$ cat src/rtl/rtc_bus_arbiter.sv
// ---------------------------------------------------------------------------
// rtc_bus_arbiter
//
// Sole owner of the multiplexed address/data bus to the RTC chip. Two
// requesters share it: the periodic read scanner and the user write /
// configuration path. Each grant runs one complete bus transaction:
//   ADDR_SETUP -> ADDR_STROBE -> ADDR_HOLD ->
//   DATA_SETUP -> DATA_STROBE -> DATA_HOLD -> RECOVER -> IDLE
// Every phase state lasts PHASE_CYC clocks and RECOVER lasts RECOV_CYC clocks.
// A transaction therefore spans 6*PHASE_CYC + RECOV_CYC clocks, counted from
// the grant cycle through the last RECOVER cycle.
//
// Parameters:
//   PHASE_CYC  clocks per bus phase (1..255)
//   RECOV_CYC  clocks of chip-select high between transactions (1..255)
//
// Ports:
//   clk, reset         system clock, asynchronous active-high reset
//   rd_req/rd_addr     read request (level) and register address
//   rd_grant           one-cycle pulse: read accepted
//   rd_data/rd_valid   read result and its one-cycle update pulse
//   wr_req/wr_addr/wr_data  write request (level), address and data
//   wr_grant           one-cycle pulse: write accepted
//   wr_done            one-cycle pulse: write strobe completed
//   busy               high in every state except IDLE
//   cs_n, ad_n, wr_n, rd_n  bus control strobes (ad_n: 0 = address phase)
//   ad_out/ad_oe       bus drive value and its tristate enable
//   ad_in              bus sampled value
//
// Configuration macro:
//   RTC_ARB_WR_PRIORITY_EN  defined   -> writes always win arbitration
//                           undefined -> round-robin between read and write
//
// Every output comes straight from a flop. The bus levels are decoded from
// the next state and registered, so they line up with the state register.
// ---------------------------------------------------------------------------
module rtc_bus_arbiter #(
  parameter int unsigned PHASE_CYC = 8,
  parameter int unsigned RECOV_CYC = 16
) (
  input  logic       clk,
  input  logic       reset,
  input  logic       rd_req,
  input  logic [7:0] rd_addr,
  output logic       rd_grant,
  output logic [7:0] rd_data,
  output logic       rd_valid,
  input  logic       wr_req,
  input  logic [7:0] wr_addr,
  input  logic [7:0] wr_data,
  output logic       wr_grant,
  output logic       wr_done,
  output logic       busy,
  output logic       cs_n,
  output logic       ad_n,
  output logic       wr_n,
  output logic       rd_n,
  output logic [7:0] ad_out,
  output logic       ad_oe,
  input  logic [7:0] ad_in
);

  typedef enum logic [2:0] {
    IDLE,
    ADDR_SETUP,
    ADDR_STROBE,
    ADDR_HOLD,
    DATA_SETUP,
    DATA_STROBE,
    DATA_HOLD,
    RECOVER
  } state_t;

  // The down-counter is loaded with length-1 on entry to a state and runs to zero.
  localparam logic [7:0] PHASE_LOAD = 8'(PHASE_CYC - 1);
  localparam logic [7:0] RECOV_LOAD = 8'(RECOV_CYC - 1);

  state_t     state, state_nxt;
  logic [7:0] cnt, cnt_nxt;
  logic [7:0] addr_q, addr_nxt;
  logic [7:0] data_q, data_nxt;
  logic       is_wr, is_wr_nxt;
  logic       pick_wr;
  logic       phase_end;

  logic       rd_grant_nxt, wr_grant_nxt, rd_valid_nxt, wr_done_nxt;
  logic [7:0] rd_data_nxt;
  logic       cs_n_nxt, ad_n_nxt, wr_n_nxt, rd_n_nxt, ad_oe_nxt, busy_nxt;
  logic [7:0] ad_out_nxt;

  assign phase_end = (cnt == 8'd0);

`ifdef RTC_ARB_WR_PRIORITY_EN
  // Fixed priority: a pending write always beats a pending read.
  assign pick_wr = wr_req;
`else
  // Round-robin: with both pending, the side not served last time wins.
  // last_wr = 0 means the read side was served last.
  logic last_wr;

  assign pick_wr = wr_req && (!rd_req || !last_wr);

  always_ff @(posedge clk or posedge reset) begin
    if (reset) begin
      last_wr <= 1'b0;
    end else if (state == IDLE && (wr_req || rd_req)) begin
      last_wr <= pick_wr;
    end
  end
`endif

  // Next-state logic: arbitration in IDLE, phase sequencing elsewhere.
  always_comb begin
    state_nxt    = state;
    cnt_nxt      = cnt;
    addr_nxt     = addr_q;
    data_nxt     = data_q;
    is_wr_nxt    = is_wr;
    rd_grant_nxt = 1'b0;
    wr_grant_nxt = 1'b0;
    rd_valid_nxt = 1'b0;
    wr_done_nxt  = 1'b0;
    rd_data_nxt  = rd_data;

    if (state == IDLE) begin
      if (wr_req || rd_req) begin
        state_nxt = ADDR_SETUP;
        cnt_nxt   = PHASE_LOAD;
        if (pick_wr) begin
          is_wr_nxt    = 1'b1;
          addr_nxt     = wr_addr;
          data_nxt     = wr_data;
          wr_grant_nxt = 1'b1;
        end else begin
          is_wr_nxt    = 1'b0;
          addr_nxt     = rd_addr;
          rd_grant_nxt = 1'b1;
        end
      end
    end else if (!phase_end) begin
      cnt_nxt = cnt - 8'd1;
    end else begin
      cnt_nxt = PHASE_LOAD;
      case (state)
        ADDR_SETUP:  state_nxt = ADDR_STROBE;
        ADDR_STROBE: state_nxt = ADDR_HOLD;
        ADDR_HOLD:   state_nxt = DATA_SETUP;
        DATA_SETUP:  state_nxt = DATA_STROBE;
        DATA_STROBE: begin
          // Last strobe cycle: the chip's data is sampled at this edge.
          state_nxt = DATA_HOLD;
          if (!is_wr) begin
            rd_data_nxt  = ad_in;
            rd_valid_nxt = 1'b1;
          end
        end
        DATA_HOLD: begin
          state_nxt   = RECOVER;
          cnt_nxt     = RECOV_LOAD;
          wr_done_nxt = is_wr;
        end
        RECOVER:     state_nxt = IDLE;
        default:     state_nxt = IDLE;
      endcase
    end
  end

  // Bus level decode from the upcoming state, registered below.
  // The address phase pulses wr_n for both directions (address latch strobe).
  always_comb begin
    cs_n_nxt   = 1'b1;
    ad_n_nxt   = 1'b1;
    wr_n_nxt   = 1'b1;
    rd_n_nxt   = 1'b1;
    ad_oe_nxt  = 1'b0;
    ad_out_nxt = 8'h00;
    busy_nxt   = (state_nxt != IDLE);

    case (state_nxt)
      ADDR_SETUP, ADDR_STROBE, ADDR_HOLD: begin
        cs_n_nxt   = 1'b0;
        ad_n_nxt   = 1'b0;
        ad_oe_nxt  = 1'b1;
        ad_out_nxt = addr_nxt;
        wr_n_nxt   = (state_nxt != ADDR_STROBE);
      end
      DATA_SETUP, DATA_STROBE, DATA_HOLD: begin
        cs_n_nxt = 1'b0;
        if (is_wr_nxt) begin
          ad_oe_nxt  = 1'b1;
          ad_out_nxt = data_nxt;
          wr_n_nxt   = (state_nxt != DATA_STROBE);
        end else begin
          rd_n_nxt = (state_nxt != DATA_STROBE);
        end
      end
      default: begin
        cs_n_nxt = 1'b1;
      end
    endcase
  end

  // State register; reset abandons any transaction in flight without pulses.
  always_ff @(posedge clk or posedge reset) begin
    if (reset) begin
      state <= IDLE;
      cnt   <= 8'd0;
    end else begin
      state <= state_nxt;
      cnt   <= cnt_nxt;
    end
  end

  // Captured transaction fields and all registered outputs.
  always_ff @(posedge clk or posedge reset) begin
    if (reset) begin
      addr_q   <= 8'h00;
      data_q   <= 8'h00;
      is_wr    <= 1'b0;
      rd_grant <= 1'b0;
      wr_grant <= 1'b0;
      rd_valid <= 1'b0;
      wr_done  <= 1'b0;
      rd_data  <= 8'h00;
      busy     <= 1'b0;
      cs_n     <= 1'b1;
      ad_n     <= 1'b1;
      wr_n     <= 1'b1;
      rd_n     <= 1'b1;
      ad_oe    <= 1'b0;
      ad_out   <= 8'h00;
    end else begin
      addr_q   <= addr_nxt;
      data_q   <= data_nxt;
      is_wr    <= is_wr_nxt;
      rd_grant <= rd_grant_nxt;
      wr_grant <= wr_grant_nxt;
      rd_valid <= rd_valid_nxt;
      wr_done  <= wr_done_nxt;
      rd_data  <= rd_data_nxt;
      busy     <= busy_nxt;
      cs_n     <= cs_n_nxt;
      ad_n     <= ad_n_nxt;
      wr_n     <= wr_n_nxt;
      rd_n     <= rd_n_nxt;
      ad_oe    <= ad_oe_nxt;
      ad_out   <= ad_out_nxt;
    end
  end

endmodule

$ cat config.mk
export PLATFORM = sky130hd
export DESIGN_NAME = rtc_bus_arbiter
export DESIGN_NICKNAME = d
export VERILOG_FILES = /design/src/rtl/rtc_bus_arbiter.sv
export SDC_FILE = /design/constraint.sdc
export NUM_CORES = 1
export LEC_CHECK = 0
export BUFFER_PORTS_ARGS = -buffer_cell sky130_fd_sc_hd__clkbuf_2
export CAP_MARGIN = 25
export CELL_PAD_IN_SITES_DETAIL_PLACEMENT = 0
export CELL_PAD_IN_SITES_GLOBAL_PLACEMENT = 1
export CORE_MARGIN = 8
export CORE_UTILIZATION = 46
export CTS_BUF_LIST = sky130_fd_sc_hd__clkbuf_4
export CTS_CLUSTER_SIZE = 8
export DETAILED_ROUTE_END_ITERATION = 8
export PLACE_DENSITY_LB_ADDON = 0.1
export SYNTH_ARGS = -nofsm -noshare
export SYNTH_HDL_FRONTEND = slang
export SYNTH_SLANG_ARGS = --single-unit
$ cat constraint.sdc
create_clock -name clk -period 4.22 [get_ports clk]
set_input_delay 0.844 -clock clk [delete_from_list [all_inputs] [get_ports clk]]
set_output_delay 0.844 -clock clk [all_outputs]
set_load 0.01 [all_outputs]
# Word level (Yosys, flattened, before mapping)
# Cells that the tools add are included.
[word_totals]
wordCells = 88
inputBits = 36
reg_bits = 55
[op_classes]
addsub = 1
n_reduce_logical = 13
n_eq_ne = 15
n_bitwise = 2
mux = 39
[ops]
columns = ["cell", "count"]
rows = [
  ["8-bit two-way mux", 10],
  ["1-bit two-way mux", 21],
  ["3-bit equality test, second input constant", 6],
  ["3-bit one-hot mux with 6 select lines", 1],
  ["8-bit one-hot mux with 2 select lines", 1],
  ["3-bit by 2-bit equality test with 1-bit output, second input constant", 4],
  ["3-bit two-way mux", 3],
  ["8-bit zero test", 1],
  ["8-bit by 1-bit subtractor with 8-bit output, second input constant", 1],
  ["3-bit by 1-bit equality test with 1-bit output, second input constant", 2],
  ["3-bit OR reduction", 2],
  ["6-bit OR reduction", 1],
  ["4-bit two-way mux", 1],
  ["1-bit one-hot mux with 2 select lines", 2],
  ["4-bit AND reduction", 1],
  ["3-bit zero test", 1],
  ["3-bit by 2-bit != test with 1-bit output, second input constant", 1],
  ["3-bit != test, second input constant", 1],
  ["3-bit nonzero test", 1],
  ["1-bit logical AND", 2],
  ["1-bit zero test", 2],
  ["1-bit logical OR", 2],
  ["2-bit by 1-bit != test with 1-bit output, second input constant", 1],
  ["1-bit inverter", 2],
]

# Longest topological paths before layout
# Gate-level depths: netlist of the first run.
[depth]
ltp_word = 8
ltp_mapped = 9
mapped_depth_nobuf = 8

# Least setup slack after synthesis of the first run
# Ideal clock, no wire load.
[synth_path]
kind = "input -> register"
startpoint = "input wr_req"
endpoint = "register ad_out[0]"
setup_time_ns = 0.131
path_stages = 6
path_slack_ns = 1.856
arrival_ns = 2.232
path_buffers = 1
path_cell_list = "nor4b_1 > nand2_1 > o211ai_4 > and2_1 > buf_6 > o32ai_2"
[synth_between]
elab_chain_len = 6
[synth_lines]
columns = ["item", "line_no", "source"]
rows = [
  ["start, declared", "48", "input logic wr_req,"],
  ["1-bit logical OR or 1-bit logical AND (tied branches)", "126, 101", ""],
  ["3-bit two-way mux, or another cell as far along", "126", "if (wr_req || rd_req) begin"],
  ["3-bit two-way mux, or another cell as far along", "125", "if (state == IDLE) begin"],
  ["3-bit equality test, or another cell as far along", "179", "case (state_nxt)"],
  ["3-bit OR reduction or 8-bit two-way mux (tied branches)", "179, 189", ""],
  ["8-bit one-hot mux with 2 select lines (*)", "179", ""],
  ["via ad_out_nxt[0]", "89", "logic [7:0] ad_out_nxt;"],
  ["end signal, assigned", "247", "ad_out <= ad_out_nxt;"],
  ["end, declared", "58", "output logic [7:0] ad_out,"],
]
# Mark *: on every way through the listed nets, which the timed path passes. The rest lies on a longest branch.
# A chain may end at the register's enable or synchronous reset.

# Worst setup path after layout of the first run
[layout_path]
startpoint = "register state[0]"
endpoint = "register ad_out[2]"
[layout_rtl]
columns = ["item", "line_no", "source"]
rows = [
  ["start, declared", "78", "state_t state, state_nxt;"],
  ["start signal, assigned", "209", "state <= state_nxt;"],
  ["3-bit zero test", "125", ""],
  ["8-bit two-way mux", "125", ""],
  ["via data_nxt[2]", "81", "logic [7:0] data_q, data_nxt;"],
  ["8-bit two-way mux", "189", "if (is_wr_nxt) begin"],
  ["8-bit one-hot mux with 2 select lines", "179", ""],
  ["via ad_out_nxt[2]", "89", ""],
]
# The timed path passes the listed nets, and every way through them passes these cells.

==> flow_metrics.tcl, run 1 <==
set metrics [dict create \
    grt_use_total 0.143 \
    top_layer "met4" \
    start_util 0.469 \
    synthMuxAreaShare 0.0943 \
    synth_adder_area_share 0.0296 \
    max_freq_ghz 0.378 \
    p_leak_nw 1.49 \
    startpoint_type "register" \
    wl_met3_um 296 \
    synth-edff-count 0 \
    hold_viol 0 \
    num_vias 1857 \
    synth_top_family_by_area "compound AO/OA/AOI/OAI gates" \
    cp.required_ps 4490 \
    routed_wl_um 5640 \
    drt_pre_antenna_iters 4 \
    synthXorXnorAreaFrac 0.00691 \
    instances_no_fill 356 \
    cp_data_arrival_time_ps 2920 \
    pin_count 62 \
    grt_max_degree 50 \
    finalSetupViolCount 0 \
    drv_cap 0 \
    intPower_mw 0.678 \
    place_inst 347 \
    grt_pass1_wl_um 9520 \
    synthCells 217 \
    ctsResizeCount 0 \
    async_reset_ff_frac 1.00 \
    drt-wirelength-per-cell_um 15.8 \
    netlist_top_cells_count "51 x dfrtp_1, 20 x o21ai_0, 15 x inv_1, 15 x mux2_2, 14 x nand2_1" \
    syn2layout_area_growth_pct 18.7 \
    tightest_slew_ps 941 \
    numPortBuffers 61 \
    avgSynthCellArea_um2 11.7 \
    min_path_type "in2async" \
    multiInputGateArea_um2 1030 \
    grt_pass1_vias 1931 \
    htree_num_levels 2 \
    post-route-drc-count 0 \
    drtIter0Drc 70 \
    post_cts_buffers 0 \
    yosysSeqAreaShare 0.545 \
    rows 27 \
    nets 325 \
    status "finished, final reports clean" \
    clkSinkCount 55 \
    met1Wirelength_um 2410 \
    worstSetupPathType "reg2reg" \
    synth_area_um2 2530 \
    path_clk_slew_ps 170 \
    core_um2 5410 \
    synth_area_leader_cell "dfrtp_1" \
    dp_hpwl_um 4140 \
    synth_most_common_cell "dfrtp_1" \
    insertion_delay_ps 380 \
    powerDensity_nw_per_um2 291 \
    antenna_found_initial 0 \
    drive_gt1_frac 0.387 \
    met2_length_um 2870 \
    final.period_utilization 0.628 \
    synth_cell_types 50 \
    fin_crit_ps 2650 \
    cts_tree "built" \
    drv_slew 0 \
    clock-skew-final_ps 15.0 \
    end_kind "register" \
    critPathMaxFanout 13 \
    clkPwrFrac 0.347 \
    grt_setup_unrepaired "false" \
    n_antenna_cell 0 \
    cts_buffers 5 \
    synth_warnings 0 \
    die_x_um 90.2 \
    syn_nets 259 \
    yosys.area_share.simple 0.131 \
    synth-main-ff-cell "dfrtp_1" \
    drtAntennaViolNets 0 \
    fillCellCount 504 \
    switchingPower_mw 0.198 \
    synth_top_cell_area_share 0.503 \
    postCtsHoldBufs 0 \
    vias_per_cell 5.22 \
    synth_compound_area_frac 0.145 \
    clockBufferDepth 2 \
    clockRootBuffer "clkbuf_4" \
    synth.ff_latch_count 55 \
    fin_tns_setup_ps 0 \
    comb_power_share 0.048 \
    vdd.ir_drop.worst_uv 199 \
    seqPwrFrac 0.605 \
    gp_congestion 0.823 \
    die-area_um2 8140 \
    die_y_um 90.2 \
    synth.area.top_cells "dfrtp_1 50%, mux2_2 6.7%, dfstp_2 4.1%" \
    ff_latch_area_um2 1380 \
    switching_share 0.226 \
    timing.slew.headroom 0.367 \
    overflow 0 \
]
==> sequential cells by signal (all words and copies together) (netlist names) <==
register / cells
ad_n: 1
ad_oe: 1
ad_out: 8
addr_q: 8
busy: 1
cnt: 8
cs_n: 1
data_q: 8
is_wr: 1
last_wr: 1
rd_data: 8
rd_grant: 1
rd_n: 1
rd_valid: 1
state: 3
wr_done: 1
wr_grant: 1
wr_n: 1
==> worst max-delay path, cell delays in order (launching register included) <==
cell,delay (ps)
dfrtp_1,480
inv_1,130
ha_1,300
nor2b_1,300
and2_0,690
mux2_2,420
or2b_1,150
o22ai_1,70
==> power by group through the flow <==
stage / combinational [mW] / clock (mW) / sequential (mW)
after CTS: 0.0412 / 0.312 / 0.530
final: 0.0420 / 0.304 / 0.530
after global routing: 0.0481 / 0.332 / 0.531
after floorplan: 0.0168 / 0 / 0.540
after detailed placement: 0.0411 / 0 / 0.540
after global placement: 0.0406 / 0 / 0.540
==> kinds of logic (layout without fill, tap and decap cells) <==
kind of cell / count (synthesis) / count (layout)
buffers and inverters: 23 / 90
AND/OR/NAND/NOR: 56 / 56
XOR/XNOR: 2 / 2
flip-flops: 55 / 55
multiplexers: 22 / 22
adder cells (fa/ha/maj): 6 / 6
AO/OA/AOI/OAI: 53 / 53
==> stage by stage <==
stage	util	instance area [µm²]	setup slack, ps	total power [mW]	hold slack, ps
final	0.556	3010	1570	0.876	342
after global routing	0.556	3010	1360	0.911	323
after global placement	0.537	2900	1410	0.580	480
after detailed placement	0.537	2900	1380	0.581	481
after CTS	0.553	2990	1530	0.883	516
after floorplan	-	2530	1860	0.557	444
==> final cells by class <==
type	count	area share
Sequential cell	55	0.459
Multi-Input combinational cell	139	0.343
Timing Repair Buffer	67	0.121
Tap cell	72	0.0300
Inverter	15	0.0187
Clock inverter	3	0.0158
Clock buffer	5	0.0125
==> placed cells by master (no fill, tap or decap), drive strengths merged, types with 2 or more instances in the layout <==
cell type	n
clkbuf	66
dfrtp	51
o21ai	22
inv	16
mux2	15
nand2	14
o22ai	9
nand2b	8
a21oi	7
mux2i	7
nor4	7
nor2	6
ha	6
buf	6
dfstp	4
nand3	3
a21o	3
xnor2	2
a21boi	2
nor3	2
a31oi	2
or2b	2
or4	2
and2	2
a221o	2
o211ai	2
and3	2
==> per-layer routing <==
| metal | up-vias | global-route usage |
|---|---|---|
| li1 | 902 | - |
| met5 | - | 0 |
| met2 | 44 | 0.244 |
| met4 | 0 | 0.0416 |
| met1 | 904 | 0.171 |
| met3 | 7 | 0.0382 |
==> worst paths after layout <==
check | startpoint | to | slack [ps] | cells past startpoint
max reg2reg | state[0] | ad_out[2] | 1570 | 7
min reg2reg | data_q[3] | data_q[3] | 510 | 1
min in group clk | data_q[3] | data_q[3] | 510 | 1
max in group asynchronous | reset | rd_data[7] | 3230 | 4
max | state[0] | ad_out[2] | 1570 | 7
min | reset | data_q[6] | 340 | 2
Power figures use the tool's default switching activity.
==> run 2: changes to the inputs <==
--- a/config.mk
+++ b/config.mk
@@ -10,7 +10,7 @@
 export CELL_PAD_IN_SITES_DETAIL_PLACEMENT = 0
 export CELL_PAD_IN_SITES_GLOBAL_PLACEMENT = 1
 export CORE_MARGIN = 8
-export CORE_UTILIZATION = 46
+export CORE_UTILIZATION = 39
 export CTS_BUF_LIST = sky130_fd_sc_hd__clkbuf_4
 export CTS_CLUSTER_SIZE = 8
 export DETAILED_ROUTE_END_ITERATION = 8
==> constraint.sdc (replaced) <==
create_clock -name clk -period 2.4 [get_ports clk]
set_input_delay 0.48 -clock clk [delete_from_list [all_inputs] [get_ports clk]]
set_output_delay 0.48 -clock clk [all_outputs]
set_load 0.01 [all_outputs]
==> flow_metrics.tcl, run 2 (synthesis gave the netlist of run 1 again) <==
set metrics [dict create \
    status "finished, final reports clean" \
    critPathMaxFanout 17 \
    vias_per_cell 5.03 \
    slowest_delay_ps 590 \
    post_cts_buffers 0 \
    core_um2 6310 \
    grt_setup_unrepaired "false" \
    final.period_utilization 0.944 \
    grt_max_degree 34 \
    layout_setup_ws_ps 134 \
    nets 345 \
    crit_slowest_cell "or4_4" \
    pin_count 62 \
    drv_slew 0 \
    hold_viol 0 \
    p_leak_nw 1.59 \
    fin_util 0.503 \
    timing.slew.headroom 0.669 \
    numPortBuffers 61 \
    finalSetupViolCount 0 \
    end_kind "register" \
    gp_congestion 0.761 \
    cts_buffers 5 \
    drive_gt1_frac 0.438 \
    insertion_delay_ps 370 \
    fin_tns_setup_ps 0 \
    routed_wl_um 5800 \
    drtAntennaViolNets 0 \
    drtIter0Drc 74 \
    worstSetupPathType "reg2reg" \
    max_freq_ghz 0.441 \
    clkSinkCount 55 \
    cp_data_arrival_time_ps 2560 \
    grt_use_total 0.124 \
    cp.required_ps 2700 \
    ctsResizeCount 0 \
    die-area_um2 9340 \
    die_y_um 96.6 \
    dp_hpwl_um 4430 \
    path_clk_slew_ps 150 \
    holdWs_ps 89.9 \
    num_vias 1917 \
    min_path_type "in2async" \
    cts_tree "built" \
    final_common_cell "clkbuf_2" \
    drt-wirelength-per-cell_um 15.2 \
    powerDensity_nw_per_um2 475 \
    tightest_slew_ps 495 \
    n_antenna_cell 0 \
    die_x_um 96.6 \
    htree_num_levels 2 \
    drt_pre_antenna_iters 4 \
    preCtsSetupSlack_ps 52.4 \
    most-common-layout-cells "61 x clkbuf_2, 51 x dfrtp_1, 25 x buf_4" \
    antenna_found_initial 0 \
    clock-skew-final_ps 9.98 \
    grt_pass1_wl_um 9800 \
    syn2layout_area_growth_pct 25.4 \
    drv_cap 0 \
    start_util 0.402 \
    post-route-drc-count 0 \
    overflow 0 \
    vdd.ir_drop.worst_uv 270 \
    clockBufferDepth 2 \
    grt_pass1_vias 2012 \
    startpoint_type "register" \
    fin_crit_ps 2270 \
    clockRootBuffer "clkbuf_4" \
    path_cells "or4_4 -> nor4_1 -> a31oi_2 -> buf_4 -> or2b_1 -> o22ai_1" \
    postCtsHoldBufs 0 \
    rows 29 \
]
run 2: changes by cell type in the layout (fill, tap and decap cells not counted), sizes merged:
cell / before / now
buf: 6 / 26
run 2: power by group:
part | total, mW | switching [mW] | internal, mW
combinational | 0.0716 | 0.0375 | 0.0341
clock | 0.507 | 0.287 | 0.220
sequential | 0.932 | 0.00121 | 0.931
run 2: final cells by class:
class | instances | area [µm²]
sequential | 55 | 1380
tap | 77 | 96.3
multi-input combinational | 139 | 1050
clock buffer | 5 | 37.5
clock inverter | 3 | 42.5
inverter | 15 | 56.3
fill | 626 | 3140
timing repair buffer | 87 | 513
run 2: final timing paths:
path                       cells after the start  startpoint  slack (ps)         end
max                                            6      cnt[2]         130   ad_out[3]
min                                            2       reset          90    rd_valid
max reg2reg                                    6      cnt[2]         130   ad_out[3]
min reg2reg                                    1     last_wr         500     last_wr
max in group asynchronous                      3       reset        1730        cs_n
min in group clk                               2    ad_in[6]         330  rd_data[6]
run 2: per-layer routing:
metal	track usage	routed length (µm)	up-vias
li1	-	-	941
met1	0.152	2630	930
met2	0.202	2830	40
met3	0.0391	278	6
met4	0.0379	65	0
met5	0	0	-
run 2: metrics by stage:
stage	area (µm²)	std cells	power (mW)
after floorplan	2530	217	0.979
after global placement	3080	373	1.02
after detailed placement	3080	373	1.02
after CTS	3160	381	1.54
after global routing	3180	381	1.58
final	3180	381	1.51
run 2: worst max-delay path, delay by kind of cell (launching register included):
kind,cells,cell delay (ps)
buffers and inverters,1,240
and+or+nand+nor,3,1160
DFF,1,410
AOI/OAI and AO/OA,2,380
==> run 3: changes to the inputs <==
--- a/config.mk
+++ b/config.mk
@@ -9,12 +9,12 @@
 export CAP_MARGIN = 25
 export CELL_PAD_IN_SITES_DETAIL_PLACEMENT = 0
 export CELL_PAD_IN_SITES_GLOBAL_PLACEMENT = 1
-export CORE_MARGIN = 8
 export CORE_UTILIZATION = 39
 export CTS_BUF_LIST = sky130_fd_sc_hd__clkbuf_4
 export CTS_CLUSTER_SIZE = 8
 export DETAILED_ROUTE_END_ITERATION = 8
 export PLACE_DENSITY_LB_ADDON = 0.1
+export SETUP_SLACK_MARGIN = 0.4
 export SYNTH_ARGS = -nofsm -noshare
 export SYNTH_HDL_FRONTEND = slang
 export SYNTH_SLANG_ARGS = --single-unit
==> flow_metrics.tcl, run 3 (synthesis gave the netlist of run 1 again) <==
set metrics [dict create \
    status "finished, final reports clean" \
    final_common_cell "clkbuf_2" \
    timing.slew.headroom 0.648 \
    pin_count 62 \
    fin_tns_setup_ps 0 \
    seqPwrFrac 0.661 \
    clkPwrFrac 0.288 \
    p_leak_nw 1.61 \
    grt_pass1_vias 1840 \
    numPortBuffers 61 \
    cp.required_ps 2670 \
    crit_buf_inv 1 \
    final.period_utilization 0.884 \
    post-route-drc-count 0 \
    max_freq_ghz 0.471 \
    clockRootBuffer "clkbuf_4" \
    r2r_cells 6 \
    drtIter0Drc 60 \
    die_x_um 82.6 \
    routed_wl_um 5580 \
    path_delay_family "simple AND/OR/NAND/NOR gates" \
    n_antenna_cell 0 \
    grt_setup_unrepaired "true" \
    tightest_slew_ps 526 \
    cp_data_arrival_time_ps 2390 \
    start_util 0.402 \
    switchingPower_mw 0.320 \
    die_y_um 82.6 \
    drv_slew 0 \
    switching_share 0.227 \
    startpoint_type "register" \
    insertion_delay_ps 370 \
    most-common-layout-cells "61 x clkbuf_2, 51 x dfrtp_1, 26 x buf_4" \
    drv_cap 0 \
    clockBufferDepth 2 \
    fillCellCount 612 \
    crit_slowest_cell "or4_4" \
    syn2layout_area_growth_pct 29.4 \
    core_um2 6310 \
    gp_congestion 0.775 \
    path_clk_slew_ps 160 \
    r2r_start "cnt[5]" \
    place_inst 365 \
    path_cells "or4_4 -> buf_6 -> or4_4 -> o211ai_4 -> and2_4 -> o22ai_1" \
    grt_use_total 0.174 \
    rrSetupSlack_ps 280 \
    nets 349 \
    fin_crit_ps 2120 \
    vias_per_cell 5.08 \
    drt_pre_antenna_iters 4 \
    slowest_delay_ps 560 \
    worstSetupPathType "reg2reg" \
    ff_latch_area_um2 1380 \
    fin_util 0.520 \
    r2r-end "ad_out[4]" \
    end_kind "register" \
    intPower_mw 1.09 \
    min_path_type "in2async" \
    cts_buffers 5 \
    antenna_found_initial 0 \
    rows 29 \
    drtAntennaViolNets 0 \
    overflow 0 \
    clkSinkCount 55 \
    num_vias 1956 \
    clock-skew-final_ps 11.1 \
    preCtsSetupSlack_ps 147 \
    htree_num_levels 2 \
    dp_hpwl_um 3800 \
    grt_max_degree 56 \
    drt-wirelength-per-cell_um 14.5 \
    hold_viol 0 \
    cts_tree "built" \
    grt_pass1_wl_um 8810 \
    comb_power_share 0.052 \
    finalSetupViolCount 0 \
    critPathMaxFanout 8 \
    multiInputGateArea_um2 1130 \
    powerDensity_nw_per_um2 430 \
    cp_common_cell "or4_4" \
    drive_gt1_frac 0.484 \
    die-area_um2 6830 \
    vdd.ir_drop.worst_uv 263 \
    instances_no_fill 385 \
    layout_setup_ws_ps 278 \
]
==> run 3: cell count changes in the layout (fill, tap and decap cells not counted), moves of 2 or more <==
cell    before  now
ha_1         6    4
inv_2        1    3
mux2_2      15    8
inv_1       14   12
buf_6        0    3
mux2_4       0    7
==> run 3: worst max-delay path by stage <==
stage / from / to / depth (start not counted)
4_1_cts: cnt[0] / ad_out[5] / 7
6_report: cnt[5] / ad_out[4] / 6
3_3_place_gp: cnt[0] / ad_oe / 7
2_1_floorplan: cnt[0] / ad_out[0] / 8
5_1_grt: cnt[5] / ad_oe / 6
3_5_place_dp: cnt[0] / ad_oe / 7
==> run 3: through the flow <==
step	instance area, µm²	power (mW)	hold slack [ps]
final	3280	1.41	112
after global routing	3280	1.48	111
after CTS	3180	1.43	110
after detailed placement	3030	1.02	465
after global placement	3030	1.02	456
after floorplan	2550	0.979	444
==> run 3: final cells by class <==
cell class | instances | share of cell area
Timing Repair Buffer | 91 | 0.169
Sequential cell | 55 | 0.421
Clock buffer | 6 | 0.0137
Inverter | 15 | 0.0172
Tap cell | 77 | 0.0294
Clock inverter | 2 | 0.00381
Multi-Input combinational cell | 139 | 0.346
==> run 3: repair_timing <==
action / in CTS / in global routing
buffers inserted: 7 / 5
hold buffers: 0 / 0
endpoints found under the hold margin: 0 / 0
resized for setup: 13 / 14
pin swaps: 2 / 1
endpoints found under the setup margin: 16 / 31
==> run 3: layer usage <==
metal	track usage	vias up	routed length [µm]
li1	-	949	-
met1	0.222	959	2440
met2	0.293	42	2830
met3	0.0418	6	246
met4	0.0466	0	61
met5	0	-	0
==> run 3: power groups by stage <==
stage	combinational [mW]	sequential (mW)	clock, mW
6_report	0.0727	0.932	0.406
5_1_grt	0.0840	0.933	0.463
4_1_cts	0.0749	0.932	0.427
3_5_place_dp	0.0747	0.949	0
3_3_place_gp	0.0747	0.949	0
2_1_floorplan	0.0296	0.949	0
==> run 3: worst reg2reg max path, stage by stage (launching register included) <==
cell	delay (ps)
dfrtp_1	410
or4_4	560
buf_6	150
or4_4	430
o211ai_4	140
and2_4	260
o22ai_1	80
